--- src/rtl/regfile_mp_pkg.sv ---
// regfile_mp_pkg: shared types and byte-merge helper for the multi-port register file.
package regfile_mp_pkg;

    typedef logic [4:0]  reg_addr_t;
    typedef logic [31:0] uint32_t;
    typedef logic [3:0]  byte_en_t;

    localparam reg_addr_t REG_ZERO = 5'd0;

    function automatic uint32_t merge_bytes(uint32_t old_val, uint32_t new_val, byte_en_t be);
        uint32_t res;
        res = old_val;
        for (int b = 0; b < 4; b++)
            if (be[b]) res[8*b +: 8] = new_val[8*b +: 8];
        return res;
    endfunction

endpackage

--- src/rtl/regfile_mp_if.sv ---
// regfile_mp_if: read, write-back, issue and flush signals between decode and the register file.
interface regfile_mp_if #(
    parameter int NR = 4,
    parameter int NW = 2
);
    import regfile_mp_pkg::*;

    reg_addr_t [NR-1:0] raddr;
    uint32_t   [NR-1:0] rdata;
    logic      [NR-1:0] rbusy;
    byte_en_t  [NW-1:0] we;
    reg_addr_t [NW-1:0] waddr;
    uint32_t   [NW-1:0] wdata;
    logic      [NW-1:0] wb_retire;
    logic               iss_valid;
    reg_addr_t          iss_addr;
    logic               iss_ready;
    logic               flush;

    modport master (
        output raddr, we, waddr, wdata, wb_retire, iss_valid, iss_addr, flush,
        input  rdata, rbusy, iss_ready
    );

    modport slave (
        input  raddr, we, waddr, wdata, wb_retire, iss_valid, iss_addr, flush,
        output rdata, rbusy, iss_ready
    );

endinterface

--- src/rtl/regfile_mp_scoreboard.sv ---
// regfile_scoreboard: per-register pending-producer counters with issue back-pressure and busy lookup.
module regfile_scoreboard
    import regfile_mp_pkg::*;
#(
    parameter int NR    = 4,
    parameter int NW    = 2,
    parameter int CNT_W = 2
) (
    input  logic               clk,
    input  logic               resetn,
    input  reg_addr_t [NR-1:0] raddr,
    output logic      [NR-1:0] rbusy,
    input  reg_addr_t [NW-1:0] waddr,
    input  logic      [NW-1:0] wb_retire,
    input  logic               iss_valid,
    input  reg_addr_t          iss_addr,
    output logic               iss_ready,
    input  logic               flush
);

    localparam logic [CNT_W-1:0] PEND_MAX = '1;

    logic [CNT_W-1:0] pend_q [32];
    logic [CNT_W-1:0] pend_d [32];
    logic             iss_ok;
    int               cnt;

    assign iss_ready = !flush && (iss_addr == REG_ZERO || pend_q[iss_addr] != PEND_MAX);
    assign iss_ok    = iss_valid && iss_ready;

    // Retires beyond the outstanding count clamp at zero rather than wrapping.
    always_comb begin
        cnt       = 0;
        pend_d[0] = '0;
        for (int r = 1; r < 32; r++) begin
            cnt = int'(pend_q[r]) + ((iss_ok && iss_addr == reg_addr_t'(r)) ? 1 : 0);
            for (int i = 0; i < NW; i++)
                cnt = cnt - ((wb_retire[i] && waddr[i] == reg_addr_t'(r)) ? 1 : 0);
            pend_d[r] = (flush || cnt < 0) ? '0 : CNT_W'(cnt);
        end
    end

    always_comb begin
        rbusy = '0;
        for (int i = 0; i < NR; i++)
            rbusy[i] = pend_q[raddr[i]] != '0;
    end

    always_ff @(posedge clk or negedge resetn) begin
        if (!resetn)
            for (int r = 0; r < 32; r++) pend_q[r] <= '0;
        else
            pend_q <= pend_d;
    end

endmodule

--- src/rtl/regfile_mp.sv ---
// regfile_mp: NR-read / NW-write MIPS register file with byte enables and pending-write scoreboard.
// Define REGFILE_BYPASS_EN to forward same-cycle writes onto the read ports.
module regfile_mp
    import regfile_mp_pkg::*;
#(
    parameter int NR    = 4,
    parameter int NW    = 2,
    parameter int CNT_W = 2
) (
    input  logic         clk,
    input  logic         resetn,
    regfile_mp_if.slave  bus
);

    uint32_t mem_q  [1:31];
    uint32_t mem_d  [1:31];
    uint32_t rd_src [1:31];

    // Later ports overwrite earlier ones per byte, giving the highest index priority.
    always_comb begin
        mem_d = mem_q;
        for (int r = 1; r < 32; r++)
            for (int i = 0; i < NW; i++)
                mem_d[r] = merge_bytes(mem_d[r], bus.wdata[i],
                                       bus.waddr[i] == reg_addr_t'(r) ? bus.we[i] : '0);
    end

    always_ff @(posedge clk or negedge resetn) begin
        if (!resetn)
            for (int r = 1; r < 32; r++) mem_q[r] <= '0;
        else
            mem_q <= mem_d;
    end

`ifdef REGFILE_BYPASS_EN
    assign rd_src = mem_d;
`else
    assign rd_src = mem_q;
`endif

    always_comb begin
        bus.rdata = '0;
        for (int i = 0; i < NR; i++)
            bus.rdata[i] = (bus.raddr[i] == REG_ZERO) ? '0 : rd_src[bus.raddr[i]];
    end

    regfile_scoreboard #(
        .NR    (NR),
        .NW    (NW),
        .CNT_W (CNT_W)
    ) u_sb (
        .clk       (clk),
        .resetn    (resetn),
        .raddr     (bus.raddr),
        .rbusy     (bus.rbusy),
        .waddr     (bus.waddr),
        .wb_retire (bus.wb_retire),
        .iss_valid (bus.iss_valid),
        .iss_addr  (bus.iss_addr),
        .iss_ready (bus.iss_ready),
        .flush     (bus.flush)
    );

endmodule

--- src/flat_wrapper.sv ---
// flat-port wrapper written by rule: the top's interface ports become plain ports
module regfile_mp_flat import regfile_mp_pkg::*;
#(
    parameter int NR    = 4,
    parameter int NW    = 2,
    parameter int CNT_W = 2
)
  (clk, resetn, bus_raddr, bus_we, bus_waddr, bus_wdata, bus_wb_retire, bus_iss_valid, bus_iss_addr, bus_flush, bus_rdata, bus_rbusy, bus_iss_ready);
  regfile_mp_if #(.NR(NR), .NW(NW)) bus_i ();
  input  logic clk;
  input  logic resetn;
  input wire logic [$bits(bus_i.raddr)-1:0] bus_raddr;
  input wire logic [$bits(bus_i.we)-1:0] bus_we;
  input wire logic [$bits(bus_i.waddr)-1:0] bus_waddr;
  input wire logic [$bits(bus_i.wdata)-1:0] bus_wdata;
  input wire logic [$bits(bus_i.wb_retire)-1:0] bus_wb_retire;
  input wire logic [$bits(bus_i.iss_valid)-1:0] bus_iss_valid;
  input wire logic [$bits(bus_i.iss_addr)-1:0] bus_iss_addr;
  input wire logic [$bits(bus_i.flush)-1:0] bus_flush;
  output wire logic [$bits(bus_i.rdata)-1:0] bus_rdata;
  output wire logic [$bits(bus_i.rbusy)-1:0] bus_rbusy;
  output wire logic [$bits(bus_i.iss_ready)-1:0] bus_iss_ready;
  assign bus_i.raddr = bus_raddr;
  assign bus_i.we = bus_we;
  assign bus_i.waddr = bus_waddr;
  assign bus_i.wdata = bus_wdata;
  assign bus_i.wb_retire = bus_wb_retire;
  assign bus_i.iss_valid = bus_iss_valid;
  assign bus_i.iss_addr = bus_iss_addr;
  assign bus_i.flush = bus_flush;
  assign bus_rdata = bus_i.rdata;
  assign bus_rbusy = bus_i.rbusy;
  assign bus_iss_ready = bus_i.iss_ready;
  regfile_mp #(.NR(NR), .NW(NW), .CNT_W(CNT_W)) u_core (.clk(clk), .resetn(resetn), .bus(bus_i));
endmodule
--- config.mk ---
export PLATFORM = sky130hd
export DESIGN_NAME = regfile_mp_flat
export DESIGN_NICKNAME = d
export VERILOG_FILES = /design/src/rtl/regfile_mp_pkg.sv /design/src/rtl/regfile_mp_if.sv /design/src/rtl/regfile_mp_scoreboard.sv /design/src/rtl/regfile_mp.sv /design/src/flat_wrapper.sv
export SDC_FILE = /design/constraint.sdc
export NUM_CORES = 2
export LEC_CHECK = 0
export CORE_MARGIN = 1.5
export CORE_UTILIZATION = 45
export DETAILED_ROUTE_END_ITERATION = 12
export PLACE_DENSITY = 0.68
export RECOVER_POWER = 100
export SYNTH_ARGS = -nofsm -noshare
export SYNTH_HDL_FRONTEND = slang
export SYNTH_HIERARCHICAL = 1
export SYNTH_SLANG_ARGS = --single-unit
--- constraint.sdc ---
create_clock -name clk -period 4.6 [get_ports clk]
set_clock_uncertainty 0.1 [all_clocks]
set_input_delay 0.92 -clock clk [delete_from_list [all_inputs] [get_ports clk]]
set_output_delay 0.92 -clock clk [all_outputs]
set_load 0.1 [all_outputs]
# Yosys cells after proc, flatten, opt, wreduce, memory -nomap -nowiden
# Index checks and enable logic that the tools add are counted.
[classes] eq_ne=94 n_bitwise=5 reduce_logical=261 mux=465 add_sub_neg=93 n_lt_le_gt_ge=36
[ops] op="$mux W8" n=248
[ops] op="$bmux W32 S5" n=4
[ops] op="$mux W32" n=12
[ops] op="$reduce_bool A2 Y1" n=128
[ops] op="$mux W4" n=62
[ops] op="$eq A5 B5 Y1 const B" n=48
[ops] op="$lt A5 B1 Y1 const B" n=31
[ops] op="$sub A4 B2 Y5" n=31
[ops] op="$sub A3 B1 Y4" n=31
[ops] op="$eq A5 B4 Y1 const B" n=24
[ops] op="$logic_and A1 B1 Y1" n=95
[ops] op="$add A2 B1 Y3" n=31
[ops] op="$mux W1" n=93
[ops] op="$mux W2" n=41
[ops] op="$eq A5 B3 Y1 const B" n=12
[ops] op="$bmux W2 S5" n=5
[ops] op="$logic_or A1 B1 Y1" n=32
[ops] op="$eq A5 B2 Y1 const B" n=6
[ops] op="$ge A6 B6 Y1 const B" n=5
[ops] op="$not A5 Y6" n=5
[ops] op="$logic_not A5 Y1" n=5
[ops] op="$eq A5 B1 Y1 const B" n=3
[ops] op="$ne A2 B2 Y1 const B" n=1
[ops] op="$logic_not A1 Y1" n=1
[word_totals] out_inout_bits=133 reg_bits=1054 in_bits=113 elab_cells=1109

# Longest topological paths before layout
[depth] word_depth=16 mapped_depth=17 ltp_nobuf=14

# By module
# The synthesis kept the hierarchy.
[modules_own_cells] module="regfile_mp" area_per_inst_um2=79467.5 seq_area_each_um2=24823.8 instances=1 cells_per_inst=8337
[modules_own_cells] module="regfile_scoreboard" area_per_inst_um2=7484.7 seq_area_each_um2=1551.5 instances=1 cells_per_inst=835

# Least setup slack after synthesis
# Ideal clock, no wire load.
[synth_timing] kind="input-to-output" startpoint="input bus_raddr[0]" endpoint="output bus_rdata[31]" required_time_ps=3580 path_stages=7 slack_ps=-1492 path_buffers=4 arrival_time_ps=5072 cell_sequence="buf_2 > buf_2 > buf_4 > buf_2 > a22oi_1 > o2111a_1 > nor4b_1"
[synth_via] elab_chain_len=5 elab_cells_between_ends=6 classes_between="4 x mux; 1 x bitwise; 1 x reduce/logical"
[synth_lines] element="start: declaration" line="flat_wrapper.sv:12" text="input wire logic [$bits(bus_i.raddr)-1:0] bus_raddr;"
[synth_lines] element="$not A5 Y6 (implied by the code)" line="regfile_mp.sv:44" text="bus.rdata[i] = (bus.raddr[i] == REG_ZERO) ? '0 : rd_src[bus.raddr[i]];"
[synth_lines] element="$bmux W32 S5" line="regfile_mp.sv:44"
[synth_lines] element="$mux W32 (implied by the code) (2 in a row)" line="regfile_mp.sv:44"
[synth_lines] element="$mux W32 (*)" line="regfile_mp.sv:44"
[synth_lines] element="end: declaration" line="flat_wrapper.sv:20" text="output wire logic [$bits(bus_i.rdata)-1:0] bus_rdata;"
# Every way passes the cells marked *; elsewhere a longest branch is shown, timed or not. The select of a mux whose other input is x is not followed.

# Worst setup path after layout
[layout_timing] startpoint="input bus_raddr[2]" endpoint="output bus_rdata[23]"
# The elaborated chain is that of the path after synthesis.

==> impl_metrics.json <==
{
  "top_layer": "met5",
  "synth-xor-area-share_pct": 0.1410,
  "grt_pass1_wl_um": 567200,
  "crit_type": "input pin to primary output",
  "worstHoldStart": "u_core/mem_q[416]",
  "synth_top_family_by_area": "multiplexers",
  "holdPathStages": 2,
  "path_clk_slew_ns": 0.06,
  "totalWireLength_um": 395300,
  "cts_buffer_depth": 3,
  "peakVddDrop_v": 0.0003865,
  "synthTopCellsByCount": "mux2i_1, dfrtp_1, nor2_1, a21oi_1, o22ai_1",
  "detailed_place.area_sq_mm": 0.09710,
  "max_clock_freq_ghz": 0.2106,
  "tightest_slew_ns": 3.554,
  "hpwl_um": 267800,
  "rows": 161,
  "period_share_pct": 103.2,
  "synth_adder_area_share_pct": 2.239,
  "critPathRequiredTime_ns": 3.58,
  "grt-ovfl-total": 0,
  "finalInstanceArea_sq_mm": 0.1003,
  "gp_congestion": 1.009,
  "drtAntennaViolNets": 0,
  "hold_slack_ns": 0.4605,
  "rrSetupSlack_ns": 0.65,
  "hold_path_end": "u_core/mem_q[416]",
  "total_leakage_power_nw": 47.52,
  "period_minus_slack_ns": 4.748,
  "synth_edf_count": 0,
  "cts_sinks": 1054,
  "synth-compound-area-share_pct": 14.71,
  "die_y_um": 442.6,
  "wl_met1_um": 142500,
  "yosysTopAreaCellShare_pct": 30.33,
  "grt_max_degree": 126,
  "powerDensity_mw_per_mm2": 409.3,
  "synth-main-ff-cell": "dfrtp_1",
  "fin_util_pct": 52.19,
  "cp_max_fo": 28,
  "io_buffers": 245,
  "synth-simple-area-share_pct": 11.72,
  "violations": "max-capacitance violations, max-slew violations, negative setup slack",
  "drt_pass1_iterations": 9,
  "yosys.area.top_type": "dfrtp_1",
  "vias": 84120,
  "final_nets": 9481,
  "initial_core_util_pct": 45.25,
  "critPathArrivalTime_ns": 3.73,
  "clk-insertion-delay-late_ns": 0.82,
  "status": "finished, violations left",
  "die_w_um": 442.6,
  "dieArea_sq_mm": 0.1959,
  "wl_per_cell_um": 33.32,
  "critical_path.endpoint_type": "primary output",
  "regArea_sq_mm": 0.02638,
  "crit_path_start_kind": "input pin",
  "cts_tree": "built",
  "hp-class": "register to register",
  "core_area_sq_mm": 0.1922,
  "worst_r2r_startpoint": "u_core/u_sb/pend_q[27]",
  "drt_iter0_markers": 12763,
  "syn_avg_cell_area_sq_um": 9.480,
  "setup_viol": 38,
  "async_reset_ff_share_pct": 100.0,
  "synthMostInstantiatedCell": "mux2i_1",
  "layout-drive-gt1-share_pct": 17.88,
  "drc_errors": 0,
  "cap_violations": 4,
  "yosys_warnings": 6,
  "final_max_slew_viol_count": 73,
  "ys_seq_area_share_pct": 30.33,
  "dr_wl_met3_um": 55780,
  "synth_cells": 9172,
  "root_buffer": "clkbuf_16",
  "via_per_inst": 7.090,
  "synth_area_sq_mm": 0.08695,
  "dr_wl_met2_um": 162300,
  "grt_setup_unrepaired": "false",
  "synth-seq-cells": 1054,
  "syn_nets": 9422,
  "multiInputGateArea_sq_mm": 0.05687,
  "htree_levels": 4,
  "synthMuxAreaShare_pct": 35.77,
  "r2r_cells": 15,
  "cts_buffers": 136,
  "ioPinCount": 246,
  "grtUsageTotal_pct": 39.02,
  "synth_cell_type_count": 75,
  "antenna_found_initial": 15,
  "place_ws_ns": -0.3419,
  "max_slew_margin_pct": -136.9,
  "hold_viol": 0,
  "grt_pass1_vias": 80756,
  "syn2layout_area_growth_pct": 15.36,
  "reg2reg_to": "u_core/u_sb/pend_q[14]",
  "yosys-top-cells-area": "dfrtp_1, mux2i_1, mux4_2",
  "fill_cells": 17218,
  "setup_ws_ns": -0.1477
}
==> layout by cell type (no fill, tap or decap), types with 17 or more instances in the layout <==
cell type and n:
nor4_4 26, clkbuf_8 26, ha_1 106, clkdlybuf4s50_1 81, a221oi_1 77, nor3_2 26
buf_12 212, nand3_1 173, a31oi_1 33, a221o_1 63, clkinv_2 17, or3_1 64
mux4_2 292, nor3b_1 17, o21ai_0 419, nand2b_1 21, nand2_1 540, and3_1 32
nor2b_1 64, a211oi_2 54, clkbuf_4 27, dfrtp_1 1054, buf_2 18, mux2i_1 2148
inv_1 91, nor3_1 310, mux2_2 257, clkbuf_1 79, a211oi_1 44, o22ai_1 575
a21oi_1 646, nor2_1 693, fa_1 31, clkbuf_16 138, buf_4 414, a22oi_1 134
a22o_1 31
==> worst max-delay path, stage by stage <==
cell      delay [ns]
buf_4           0.47
or2_4           0.53
buf_12          0.33
o22ai_1         0.14
nor3_1          0.76
a211oi_2        0.14
clkbuf_4        0.34
==> layer usage <==
| layer | up-vias | GRT usage (%) |
|---|---|---|
| li1 | 34641 | - |
| met1 | 40811 | 49.16 |
| met2 | 6832 | 55.58 |
| met3 | 1830 | 12.93 |
| met4 | 6 | 28.72 |
| met5 | - | 0.04884 |
==> what timing repair did <==
| action | in CTS | in global routing |
|---|---|---|
| gates resized for setup | 1 | 5 |
| setup buffers | 0 | 0 |
| pin swaps | 0 | 0 |
| setup endpoints to repair | 6 | 13 |
| endpoints found under the hold margin | 18 | 0 |
| hold buffers | 1 | 0 |
==> report_power, final <==
| part | internal (mW) | switching [mW] |
|---|---|---|
| Clock | 6.45 | 4.64 |
| Combinational | 6.69 | 8.34 |
| Sequential | 11.6 | 3.32 |
| Total | 24.8 | 16.3 |
==> stage by stage <==
step / TNS, ns / instances / power [mW]
2_1_floorplan: -0.09670 / 9172 / 24.35
3_3_place_gp: -3.102 / 11618 / 29.26
3_5_place_dp: -6.673 / 11618 / 29.84
4_1_cts: 0 / 11856 / 40.91
5_1_grt: 0 / 11860 / 42.54
6_report: -2.026 / 11865 / 41.06
==> kinds of logic (layout without fill, tap and decap cells) <==
family	after synthesis	after routing
xor+xnor	14	14
mux	2702	2702
simple gates	2132	2132
flops	1054	1054
compound gates	2119	2119
fa+ha+maj	137	137
other cells	0	9
buf+inv	1014	1172
==> layout make-up <==
class                           count  share of cell area [%]
Inverter                           92                  0.3443
Sequential cell                  1054                   26.29
Antenna cell                        9                 0.02245
Clock inverter                     44                  0.5900
Tap cell                         2526                   3.151
Clock buffer                      193                   3.898
Timing Repair Buffer              843                   9.001
Multi-Input combinational cell   7104                   56.70
==> sequential cells by signal, indices dropped and copies added, names as in the netlist <==
signal              cells
u_core/u_sb/pend_q     62
u_core/mem_q          992
==> worst max path at each step <==
stage / cells past startpoint / start / endpoint / slack (ns)
2_1_floorplan: 7 / bus_raddr[0] / bus_rdata[31] / -0.1
3_3_place_gp: 15 / bus_iss_addr[0] / u_core/u_sb/pend_q[43] / -0.18
3_5_place_dp: 17 / bus_iss_addr[1] / u_core/u_sb/pend_q[14] / -0.34
4_1_cts: 7 / bus_raddr[14] / bus_rdata[65] / 0.05
5_1_grt: 6 / bus_raddr[8] / bus_rdata[56] / 0.02
6_report: 7 / bus_raddr[2] / bus_rdata[23] / -0.15
Power figures use the tool's default switching activity.
